==> src/rtl/filter_pkg.sv <==
// Shared definitions for the 3x3 edge-preserving filter: frame sequencer
// state encoding and datapath-wide constants.
package filter_pkg;

   typedef enum logic [1:0] {
      ST_IDLE  = 2'd0,
      ST_RUN   = 2'd1,
      ST_DRAIN = 2'd2,
      ST_DONE  = 2'd3
   } state_e;

   localparam int DEF_LAT = 10;
   localparam int PIX_W   = 8;

endpackage

==> src/rtl/filter_frame_ctrl_if.sv <==
// Handshake bundle between the video source / filter core (master side)
// and the frame sequencer (slave side).
interface filter_frame_ctrl_if #(
   parameter int IMG_W = 640,
   parameter int IMG_H = 480
);
   localparam int XW = $clog2(IMG_W);
   localparam int YW = $clog2(IMG_H);

   logic          start;
   logic          in_valid;
   logic          in_ready;
   logic          act;
   logic          wr;
   logic          out_valid;
   logic [XW-1:0] out_x;
   logic [YW-1:0] out_y;
   logic          busy;
   logic          done;
   logic          err;

   modport master (
      output start, in_valid, wr,
      input  in_ready, act, out_valid, out_x, out_y, busy, done, err
   );

   modport slave (
      input  start, in_valid, wr,
      output in_ready, act, out_valid, out_x, out_y, busy, done, err
   );
endinterface

==> src/rtl/frame_xy_counter.sv <==
// Raster x/y counter: x runs X_START..X_END, then wraps and steps y through
// Y_START..Y_END. wrap flags the final position of the raster.
module frame_xy_counter #(
   parameter int XW      = 4,
   parameter int YW      = 4,
   parameter int X_START = 0,
   parameter int X_END   = 3,
   parameter int Y_START = 0,
   parameter int Y_END   = 3
) (
   input  logic          clk,
   input  logic          rst_n,
   input  logic          clr,
   input  logic          en,
   output logic [XW-1:0] x,
   output logic [YW-1:0] y,
   output logic          wrap
);
   logic [XW-1:0] x_q, x_d;
   logic [YW-1:0] y_q, y_d;
   logic          x_last;

   assign x_last = (x_q == XW'(X_END));
   assign wrap   = x_last && (y_q == YW'(Y_END));
   assign x      = x_q;
   assign y      = y_q;

   always_comb begin
      x_d = x_q;
      y_d = y_q;
      if (clr) begin
         x_d = XW'(X_START);
         y_d = YW'(Y_START);
      end else if (en) begin
         if (x_last) begin
            x_d = XW'(X_START);
            y_d = (y_q == YW'(Y_END)) ? YW'(Y_START) : y_q + 1'b1;
         end else begin
            x_d = x_q + 1'b1;
         end
      end
   end

   always_ff @(posedge clk or negedge rst_n) begin
      if (!rst_n) begin
         x_q <= '0;
         y_q <= '0;
      end else begin
         x_q <= x_d;
         y_q <= y_d;
      end
   end
endmodule

==> src/rtl/filter_frame_ctrl.sv <==
// Frame sequencer for the 3x3 filter: gates act on interior windows, tracks
// in-flight windows and numbers filter outputs. FILTER_FRAME_CTRL_TIMEOUT_EN adds a drain watchdog.
module filter_frame_ctrl
   import filter_pkg::*;
#(
   parameter int IMG_W = 640,
   parameter int IMG_H = 480,
   parameter int LAT   = DEF_LAT
) (
   input  logic               clk,
   input  logic               rst_n,
   filter_frame_ctrl_if.slave bus
);
   localparam int XW = $clog2(IMG_W);
   localparam int YW = $clog2(IMG_H);
   localparam int OW = $clog2(LAT + 2);

   state_e        state_q, state_d;
   logic [XW-1:0] in_x, oc_x, out_x_q, out_x_d;
   logic [YW-1:0] in_y, oc_y, out_y_q, out_y_d;
   logic [OW-1:0] outst_q, outst_d;
   logic          in_wrap, out_wrap_unused;
   logic          act_q, act_d, out_valid_q, out_valid_d, err_q, err_d;
   logic          start_ok, accept, wr_ok, timeout;

   assign start_ok = bus.start && (state_q == ST_IDLE);
   assign accept   = bus.in_valid && (state_q == ST_RUN);
   // A wr with nothing in flight is spurious and must not advance the output raster.
   assign wr_ok    = bus.wr && (outst_q != '0);

   frame_xy_counter #(
      .XW(XW), .YW(YW), .X_START(0), .X_END(IMG_W - 1), .Y_START(0), .Y_END(IMG_H - 1)
   ) u_in_cnt (
      .clk(clk), .rst_n(rst_n), .clr(start_ok), .en(accept),
      .x(in_x), .y(in_y), .wrap(in_wrap)
   );

   frame_xy_counter #(
      .XW(XW), .YW(YW), .X_START(1), .X_END(IMG_W - 2), .Y_START(1), .Y_END(IMG_H - 2)
   ) u_out_cnt (
      .clk(clk), .rst_n(rst_n), .clr(start_ok), .en(wr_ok),
      .x(oc_x), .y(oc_y), .wrap(out_wrap_unused)
   );

`ifdef FILTER_FRAME_CTRL_TIMEOUT_EN
   localparam int WW = $clog2(LAT + 5);
   logic [WW-1:0] wd_q, wd_d;

   assign timeout = (state_q == ST_DRAIN) && !bus.wr && (outst_q != '0) &&
                    (wd_q == WW'(LAT + 3));

   always_comb begin
      wd_d = '0;
      if ((state_q == ST_DRAIN) && !bus.wr)
         wd_d = (outst_q != '0) ? wd_q + 1'b1 : wd_q;
   end

   always_ff @(posedge clk or negedge rst_n) begin
      if (!rst_n) wd_q <= '0;
      else        wd_q <= wd_d;
   end
`else
   assign timeout = 1'b0;
`endif

   always_comb begin
      act_d       = accept && (in_x >= XW'(2)) && (in_y >= YW'(2));
      out_valid_d = wr_ok;
      out_x_d     = wr_ok ? oc_x : out_x_q;
      out_y_d     = wr_ok ? oc_y : out_y_q;
      outst_d     = outst_q;
      if (start_ok || timeout)
         outst_d = '0;
      else if (act_q && !wr_ok)
         outst_d = outst_q + 1'b1;
      else if (!act_q && wr_ok)
         outst_d = outst_q - 1'b1;
      err_d = err_q;
      if (start_ok)
         err_d = 1'b0;
      if ((bus.wr && !wr_ok) || timeout)
         err_d = 1'b1;
   end

   always_ff @(posedge clk or negedge rst_n) begin
      if (!rst_n) begin
         act_q       <= 1'b0;
         out_valid_q <= 1'b0;
         out_x_q     <= '0;
         out_y_q     <= '0;
         outst_q     <= '0;
         err_q       <= 1'b0;
      end else begin
         act_q       <= act_d;
         out_valid_q <= out_valid_d;
         out_x_q     <= out_x_d;
         out_y_q     <= out_y_d;
         outst_q     <= outst_d;
         err_q       <= err_d;
      end
   end

   always_ff @(posedge clk or negedge rst_n) begin
      if (!rst_n) state_q <= ST_IDLE;
      else        state_q <= state_d;
   end

   // DRAIN looks at the next outstanding count so done follows the last wr directly.
   always_comb begin
      state_d = state_q;
      case (state_q)
         ST_IDLE:  if (bus.start) state_d = ST_RUN;
         ST_RUN:   if (accept && in_wrap) state_d = ST_DRAIN;
         ST_DRAIN: if (outst_d == '0) state_d = ST_DONE;
         default:  state_d = ST_IDLE;
      endcase
   end

   always_comb begin
      bus.in_ready = (state_q == ST_RUN);
      bus.busy     = (state_q != ST_IDLE);
      bus.done     = (state_q == ST_DONE);
   end

   assign bus.act       = act_q;
   assign bus.out_valid = out_valid_q;
   assign bus.out_x     = out_x_q;
   assign bus.out_y     = out_y_q;
   assign bus.err       = err_q;
endmodule

==> src/flat_wrapper.sv <==
// flat-port wrapper written by rule: the top's interface ports become plain ports
module filter_frame_ctrl_flat import filter_pkg::*;
#(
   parameter int IMG_W = 640,
   parameter int IMG_H = 480,
   parameter int LAT   = DEF_LAT
)
  (clk, rst_n, bus_start, bus_in_valid, bus_wr, bus_in_ready, bus_act, bus_out_valid, bus_out_x, bus_out_y, bus_busy, bus_done, bus_err);
  filter_frame_ctrl_if #(.IMG_W(IMG_W), .IMG_H(IMG_H)) bus_i ();
  input  logic clk;
  input  logic rst_n;
  input wire logic [$bits(bus_i.start)-1:0] bus_start;
  input wire logic [$bits(bus_i.in_valid)-1:0] bus_in_valid;
  input wire logic [$bits(bus_i.wr)-1:0] bus_wr;
  output wire logic [$bits(bus_i.in_ready)-1:0] bus_in_ready;
  output wire logic [$bits(bus_i.act)-1:0] bus_act;
  output wire logic [$bits(bus_i.out_valid)-1:0] bus_out_valid;
  output wire logic [$bits(bus_i.out_x)-1:0] bus_out_x;
  output wire logic [$bits(bus_i.out_y)-1:0] bus_out_y;
  output wire logic [$bits(bus_i.busy)-1:0] bus_busy;
  output wire logic [$bits(bus_i.done)-1:0] bus_done;
  output wire logic [$bits(bus_i.err)-1:0] bus_err;
  assign bus_i.start = bus_start;
  assign bus_i.in_valid = bus_in_valid;
  assign bus_i.wr = bus_wr;
  assign bus_in_ready = bus_i.in_ready;
  assign bus_act = bus_i.act;
  assign bus_out_valid = bus_i.out_valid;
  assign bus_out_x = bus_i.out_x;
  assign bus_out_y = bus_i.out_y;
  assign bus_busy = bus_i.busy;
  assign bus_done = bus_i.done;
  assign bus_err = bus_i.err;
  filter_frame_ctrl #(.IMG_W(IMG_W), .IMG_H(IMG_H), .LAT(LAT)) u_core (.clk(clk), .rst_n(rst_n), .bus(bus_i));
endmodule
==> config.mk <==
export PLATFORM = sky130hd
export DESIGN_NAME = filter_frame_ctrl_flat
export DESIGN_NICKNAME = d
export VERILOG_FILES = /design/src/rtl/filter_pkg.sv /design/src/rtl/filter_frame_ctrl_if.sv /design/src/rtl/frame_xy_counter.sv /design/src/rtl/filter_frame_ctrl.sv /design/src/flat_wrapper.sv
export SDC_FILE = /design/constraint.sdc
export NUM_CORES = 1
export LEC_CHECK = 0
export ABC_CLOCK_PERIOD_IN_PS = 2600
export BUFFER_PORTS_ARGS = -buffer_cell sky130_fd_sc_hd__clkbuf_2
export CAP_MARGIN = 20
export CORE_ASPECT_RATIO = 2
export CORE_MARGIN = 2
export CORE_UTILIZATION = 35
export DETAILED_ROUTE_END_ITERATION = 10
export GPL_TIMING_DRIVEN = 0
export PLACE_DENSITY = 0.64
export SKIP_LAST_GASP = 1
export SLEW_MARGIN = 40
export SYNTH_ARGS = -nofsm -noshare
export SYNTH_HDL_FRONTEND = slang
export SYNTH_SLANG_ARGS = --single-unit
==> constraint.sdc <==
create_clock -name clk -period 2.6 [get_ports clk]
set_input_delay 0.13 -clock clk [delete_from_list [all_inputs] [get_ports clk]]
set_output_delay 0.13 -clock clk [all_outputs]
set_load 0.1 [all_outputs]
==> results of run 1 <==
==> tightest hold or removal path: stages <==
cell     delay, ns
buf_2         0.16
inv_1         0.06
o21ai_0       0.07
==> Yosys cell counts (8+ instances only) <==
master	n	share of area, %
nand2_1	91	9.8
dfrtp_1	66	47
nor2_1	37	4.0
o21ai_0	34	4.9
nand3_1	19	2.7
ha_1	15	5.4
inv_1	13	1.4
and3_1	11	2.0
o31ai_1	9	1.9
a21oi_1	8	1.1
nand4_1	8	1.4
nor2b_1	8	1.4
xor2_1	8	2.0
==> what timing repair did <==
action | in CTS | in global routing
pin swaps | 1 | 1
gates cloned | 0 | 0
buffers inserted | 1 | 0
hold buffers | 1 | 0
endpoints found under the hold margin | 66 | 0
gates resized for setup | 0 | 4
endpoints found under the setup margin | 1 | 2
==> logic make-up (layout without fill, tap and decap cells) <==
logic type | count (synthesis) | in the layout | synth area share (%)
mux | 3 | 3 | 1.00
simple gates | 200 | 200 | 26.9
compound gates | 74 | 74 | 13.6
fa+ha+maj | 15 | 15 | 5.36
buf+inv | 26 | 71 | 2.97
xor+xnor | 12 | 12 | 3.00
flops | 66 | 66 | 47.2
==> flip-flops by register name (all words and copies together) (netlist names) <==
register              flops
u_core.bus.act            1
u_core.bus.out_y          9
u_core.state_q            2
u_core.outst_q            4
u_core.bus.out_valid      1
u_core.u_out_cnt.x       10
u_core.u_out_cnt.y        9
u_core.bus.out_x         10
u_core.u_in_cnt.x        10
u_core.bus.err            1
u_core.u_in_cnt.y         9
==> per-layer routing <==
layer | vias to the layer above | part of all wire (%)
met5 | - | 0
met4 | 0 | 3.2
met3 | 19 | 2.0
met2 | 43 | 56
met1 | 1471 | 39
li1 | 1465 | -
==> cell type report <==
cell class,count,area (sq um),share of cell area [%]
plain buffers,12,52.6,1.25
clock buffers,10,239,5.70
clock inverters,6,113,2.69
inverters,13,48.8,1.16
multi-input cells,304,1750,41.9
flip-flops and latches,66,1650,39.4
well taps,132,165,3.94
repair buffers,30,166,3.97
==> worst max path at each step <==
stage | cells past startpoint | slack, ns | to | start
after floorplan | 6 | 0.06 | u_core.u_in_cnt.y[5] | u_core.state_q[1]
after global placement | 9 | 0.007 | u_core.state_q[1] | u_core.outst_q[0]
after detailed placement | 9 | 0.003 | u_core.state_q[1] | u_core.outst_q[0]
after CTS | 7 | 0.04 | u_core.state_q[1] | u_core.state_q[0]
after global routing | 8 | 0.01 | u_core.state_q[1] | u_core.outst_q[1]
final | 8 | 0.13 | u_core.state_q[1] | u_core.outst_q[1]
==> power groups by stage <==
stage          Sequential, mW  Clock [mW]  Combinational, mW
6_report                 1.39        1.42               1.05
5_1_grt                  1.42        1.48               1.13
4_1_cts                  1.38        1.45               1.06
3_5_place_dp             1.39           0               1.07
3_3_place_gp             1.38           0               1.04
2_1_floorplan            1.76           0              0.451
==> metrics by stage <==
| stage | hold WS, ns | std cells | total power, mW | utilization, % |
|---|---|---|---|---|
| global placement | 0.459 | 556 | 2.42 | 39.0 |
| finish | 0.124 | 573 | 3.86 | 42.9 |
| CTS | 0.122 | 573 | 3.89 | 42.9 |
| floorplan | -0.166 | 396 | 2.21 | - |
| detailed placement | 0.165 | 556 | 2.45 | 39.1 |
| global route | 0.182 | 573 | 4.03 | 42.9 |
==> impl_metrics.yaml, run 1 <==
place:
  port_buffers: 28
  dp_hpwl_mm: 5.88
  gp_routability_congestion: 0.838
  dp_slack_ns: 0.00274
  detailed_place.area_sq_um: 3820
synthesis:
  syn_area_sq_um: 3500
  synth_top_flop_cell: "dfrtp_1"
  postSynth.asyncResetShare_pct: 100
  syn_avg_cell_area_sq_um: 8.84
  post_synth_inst_count: 396
  ys_ff_latch: 66
  number_of_flops_mapped_to_enable_cells_by_yosys: 0
  unique_masters_post_synth: 53
  synth-seq-area-share_pct: 47.2
  synth-warning-count: 0
  synthesized_net_count: 416
setup_path:
  r2r_setup_slack_ns: 0.13
  crit_path_end_kind: "flip-flop"
  crit_path_start_kind: "flip-flop"
  worstSetupPathType: "flip-flop to flip-flop"
  cp.buffers_inverters: 1
  cpLargestDelayFamily: "compound AO/OA/AOI/OAI gates"
  cp_slowest_stage_delay_ns: 0.44
  crit_path_top_delay_cell: "dfrtp_1"
  crit_path_cell_trace: "inv_1 > ha_2 > or3b_4 > and4_1 > a2111oi_2 > a211oi_2 > a21oi_2 > mux2_4"
  data_arrival_time_at_the_worst_slack_endpoint_ns: 2.70
  worstReg2RegStart: "u_core.outst_q[1]"
  crit_fanout: 6
  timing.reg2reg.worst_path_depth: 8
  rr_endpoint: "u_core.state_q[1]"
  timing.critical_path.required_ns: 2.83
floorplanning:
  floorplan.die.height_um: 145
  ios: 30
  die_w_um: 74.7
  initial_core_util_pct: 35.9
  floorplan.die_area_sq_um: 10900
  design.core.area_sq_um: 9760
  num_rows: 51
clock_network:
  clk_transition_reported_paths_ns: 0.06
  clk_root_buffer_cell: "clkbuf_16"
  clock_sink_count: 66
  h-tree-depth: 3
  tritoncts: "done"
  cts_made_buffers: 9
  cts_max_path_buffers: 2
  clk_latency_ns: 0.34
route:
  drt_pass_1_iters: 4
  route.detailed.drc: 0
  route.antenna.remaining_nets: 0
  vias_per_cell: 5.23
  drt_first_iter_violations: 189
  detailroute.via_count: 2998
  wl_per_cell_um: 14.1
  postRouteWirelength_mm: 8.08
sta:
  setup_violations: 0
  timing.final.hold_violations: 0
  final.setup.worst_slack_ns: 0.130
  unrepaired_setup_endpoints_after_global_routing: "no"
  timing_max_transition_violations_final: 0
  max_slew.worst_pin.slew_ns: 0.718
  period_share_pct: 95.0
  max-slew-margin-rel_pct: 51.9
  timing.setup.tns_ns: 0
  maxClockFrequency_ghz: 0.405
  skew_ns: 0.00390
  fin_crit_ns: 2.47
layout:
  layout.nets: 456
  layout.cells.most_common: "nand2_1"
  fillers: 977
  syn2layout_area_growth_pct: 19.7
  postLayoutCellArea_sq_um: 4190
  num_antenna_cells: 0
  layout.cells.most_common_list: "91 x nand2_1, 65 x dfrtp_1, 37 x nor2_1, 34 x o21ai_0, 28 x clkbuf_2"
  ratio_of_cells_with_drive_above_1_in_the_final_layout_pct: 15.2
grt:
  globalRouteMet3Util_pct: 2.84
  grt-busiest-layer: "met2"
  grt.met1_usage_pct: 16.5
  grt.overflow.total: 0
  global_route.usage.met2_pct: 29.0
  grt_antenna_before_repair: 0
  grt_util_all_layers_pct: 16.1
  grt_pass1_vias: 2940
  grt_max_degree: 67
  grt_pass1_wl_mm: 13.5
min_path:
  holdCritPathClass: "primary input to flip-flop"
  holdPathEnd: "u_core.bus.err"
  min_from: "bus_wr"
  hold-path-cell-count: 3
power_and_ir_drop:
  leakagePower_nw: 2.00
  power.net_switching_mw: 1.42
  switching_share_pct: 36.8
  powerDensity_nw_per_um2: 921
  internal_power_mw: 2.44
  comb_power_share_pct: 27.2
  p_seq_share_pct: 36.0
  vdd.ir_drop.worst_mv: 0.459
  p_clk_share_pct: 36.9
flow_run:
  max_cap_viol_count: 0
outcome:
  outcome: "finished, final reports clean"
Power figures use the tool's default switching activity.
==> run 2, diff against run 1 <==
CELL_PAD_IN_SITES_DETAIL_PLACEMENT = 0   (was unset)
CELL_PAD_IN_SITES_GLOBAL_PLACEMENT = 2   (was unset)
PLACE_DENSITY = 0.88   (was 0.64)
RECOVER_POWER = 25   (was unset)
TNS_END_PERCENT = 50   (was unset)
==> impl_metrics.yaml, run 2 (synthesis results as in run 1) <==
power_and_ir_drop:
  powerDensity_nw_per_um2: 884
  vdd.ir_drop.worst_mv: 0.528
  leakagePower_nw: 1.96
grt:
  grt_pass1_vias: 2953
  global_route.usage.met2_pct: 29.7
  grt.met1_usage_pct: 17.4
  grt-busiest-layer: "met2"
  grt_max_degree: 66
  grt.overflow.total: 0
  globalRouteMet3Util_pct: 3.53
  grt_util_all_layers_pct: 16.6
  grt_pass1_wl_mm: 14.0
  grt_antenna_before_repair: 0
floorplanning:
  initial_core_util_pct: 35.9
  floorplan.die.height_um: 145
  num_rows: 51
  ios: 30
  floorplan.die_area_sq_um: 10900
  design.core.area_sq_um: 9760
  die_w_um: 74.7
sta:
  maxClockFrequency_ghz: 0.408
  fin_crit_ns: 2.45
  max-slew-margin-rel_pct: -8.53
  timing.final.hold_violations: 0
  period_share_pct: 94.3
  max_slew.worst_pin.slew_ns: 1.63
  final.setup.worst_slack_ns: 0.149
  unrepaired_setup_endpoints_after_global_routing: "no"
  timing_max_transition_violations_final: 66
  setup_violations: 0
  skew_ns: 0.00389
place:
  dp_hpwl_mm: 6.13
  dp_slack_ns: -0.0209
  gp_routability_congestion: 0.817
  port_buffers: 28
outcome:
  outcome: "finished, violations left"
  failed_checks: "max-capacitance violations, max-slew violations"
flow_run:
  max_cap_viol_count: 1
clock_network:
  cts_max_path_buffers: 2
  clk_transition_reported_paths_ns: 0.05
  cts_made_buffers: 9
  clk_latency_ns: 0.33
  clock_sink_count: 66
  clk_root_buffer_cell: "clkbuf_16"
  tritoncts: "done"
  h-tree-depth: 3
setup_path:
  timing.reg2reg.worst_path_depth: 8
  crit_start: "u_core.outst_q[0]"
  worstReg2RegStart: "u_core.outst_q[0]"
  worstSetupPathType: "flip-flop to flip-flop"
  crit_fanout: 8
  timing.critical_path.required_ns: 2.81
  crit_path_start_kind: "flip-flop"
  data_arrival_time_at_the_worst_slack_endpoint_ns: 2.66
  crit_path_end_kind: "flip-flop"
route:
  drt_first_iter_violations: 137
  drt_pass_1_iters: 4
  route.antenna.remaining_nets: 0
  route.detailed.drc: 0
  wl_per_cell_um: 14.5
  vias_per_cell: 5.12
  postRouteWirelength_mm: 8.32
  detailroute.via_count: 2934
layout:
  layout.cells.most_common: "nand2_1"
  syn2layout_area_growth_pct: 18.5
  num_antenna_cells: 0
  ratio_of_cells_with_drive_above_1_in_the_final_layout_pct: 14.7
  layout.nets: 456
  layout.cells.most_common_list: "91 x nand2_1, 64 x dfrtp_1, 37 x nor2_1, 34 x o21ai_0, 29 x clkbuf_2"
  finish.utilization_pct: 42.5
min_path:
  holdCritPathClass: "primary input to asynchronous set/reset pin"
[run 2: path summary, 6_finish.rpt]
kind / to / slack, ns
max in group asynchronous: u_core.outst_q[0] / 0.63
min in group clk: u_core.bus.err / 0.14
max: u_core.state_q[1] / 0.15
min: u_core.bus.out_valid / 0.11
min reg2reg: u_core.bus.out_x[5] / 0.47
max reg2reg: u_core.state_q[1] / 0.15
[run 2: critical path: stages (launching register included)]
cell and delay [ns]:
dfrtp_2 0.46, inv_1 0.08, ha_2 0.20, or3b_4 0.43, and4_1 0.23, a2111oi_4 0.29
a211oi_2 0.15, a21oi_2 0.19, mux2_4 0.31
[run 2: area by class of cell]
class | instances | area [sq um]
Buffer | 12 | 55.1
Clock buffer | 12 | 246
Clock inverter | 4 | 51.3
Fill cell | 982 | 5610
Inverter | 13 | 48.8
Multi-Input combinational cell | 304 | 1770
Sequential cell | 66 | 1650
Tap cell | 132 | 165
Timing Repair Buffer | 30 | 154
[run 2: power by group]
| part | leakage [nW] | switching, mW | total [mW] | internal (mW) |
|---|---|---|---|---|
| combinational | 0.949 | 0.788 | 1.07 | 0.284 |
| clock | 0.143 | 0.440 | 1.21 | 0.768 |
| sequential | 0.872 | 0.186 | 1.39 | 1.20 |
[run 2: through the flow]
stage / TNS [ns] / instances / power (mW) / cell area [sq um] / hold WS, ns
2_1_floorplan: 0 / 396 / 2.21 / 3500 / -0.166
3_3_place_gp: -0.0184 / 556 / 2.43 / 3810 / 0.458
3_5_place_dp: -0.0209 / 557 / 2.46 / 3850 / -0.0631
4_1_cts: 0 / 573 / 3.69 / 4150 / 0.130
5_1_grt: 0 / 573 / 3.88 / 4150 / 0.119
6_report: 0 / 573 / 3.67 / 4150 / 0.105
[run 2: layer usage]
layer,up-vias,share of wire [%]
li1,1456,-
met1,1435,39
met2,30,56
met3,13,2.0
met4,0,2.6
met5,-,0
[run 2: what timing repair did]
item | in CTS | in global routing
setup buffers | 0 | 0
endpoints found under the setup margin | 1 | 5
hold buffers | 1 | 0
gates resized for setup | 0 | 8
pin swaps | 1 | 1
endpoints found under the hold margin | 66 | 0
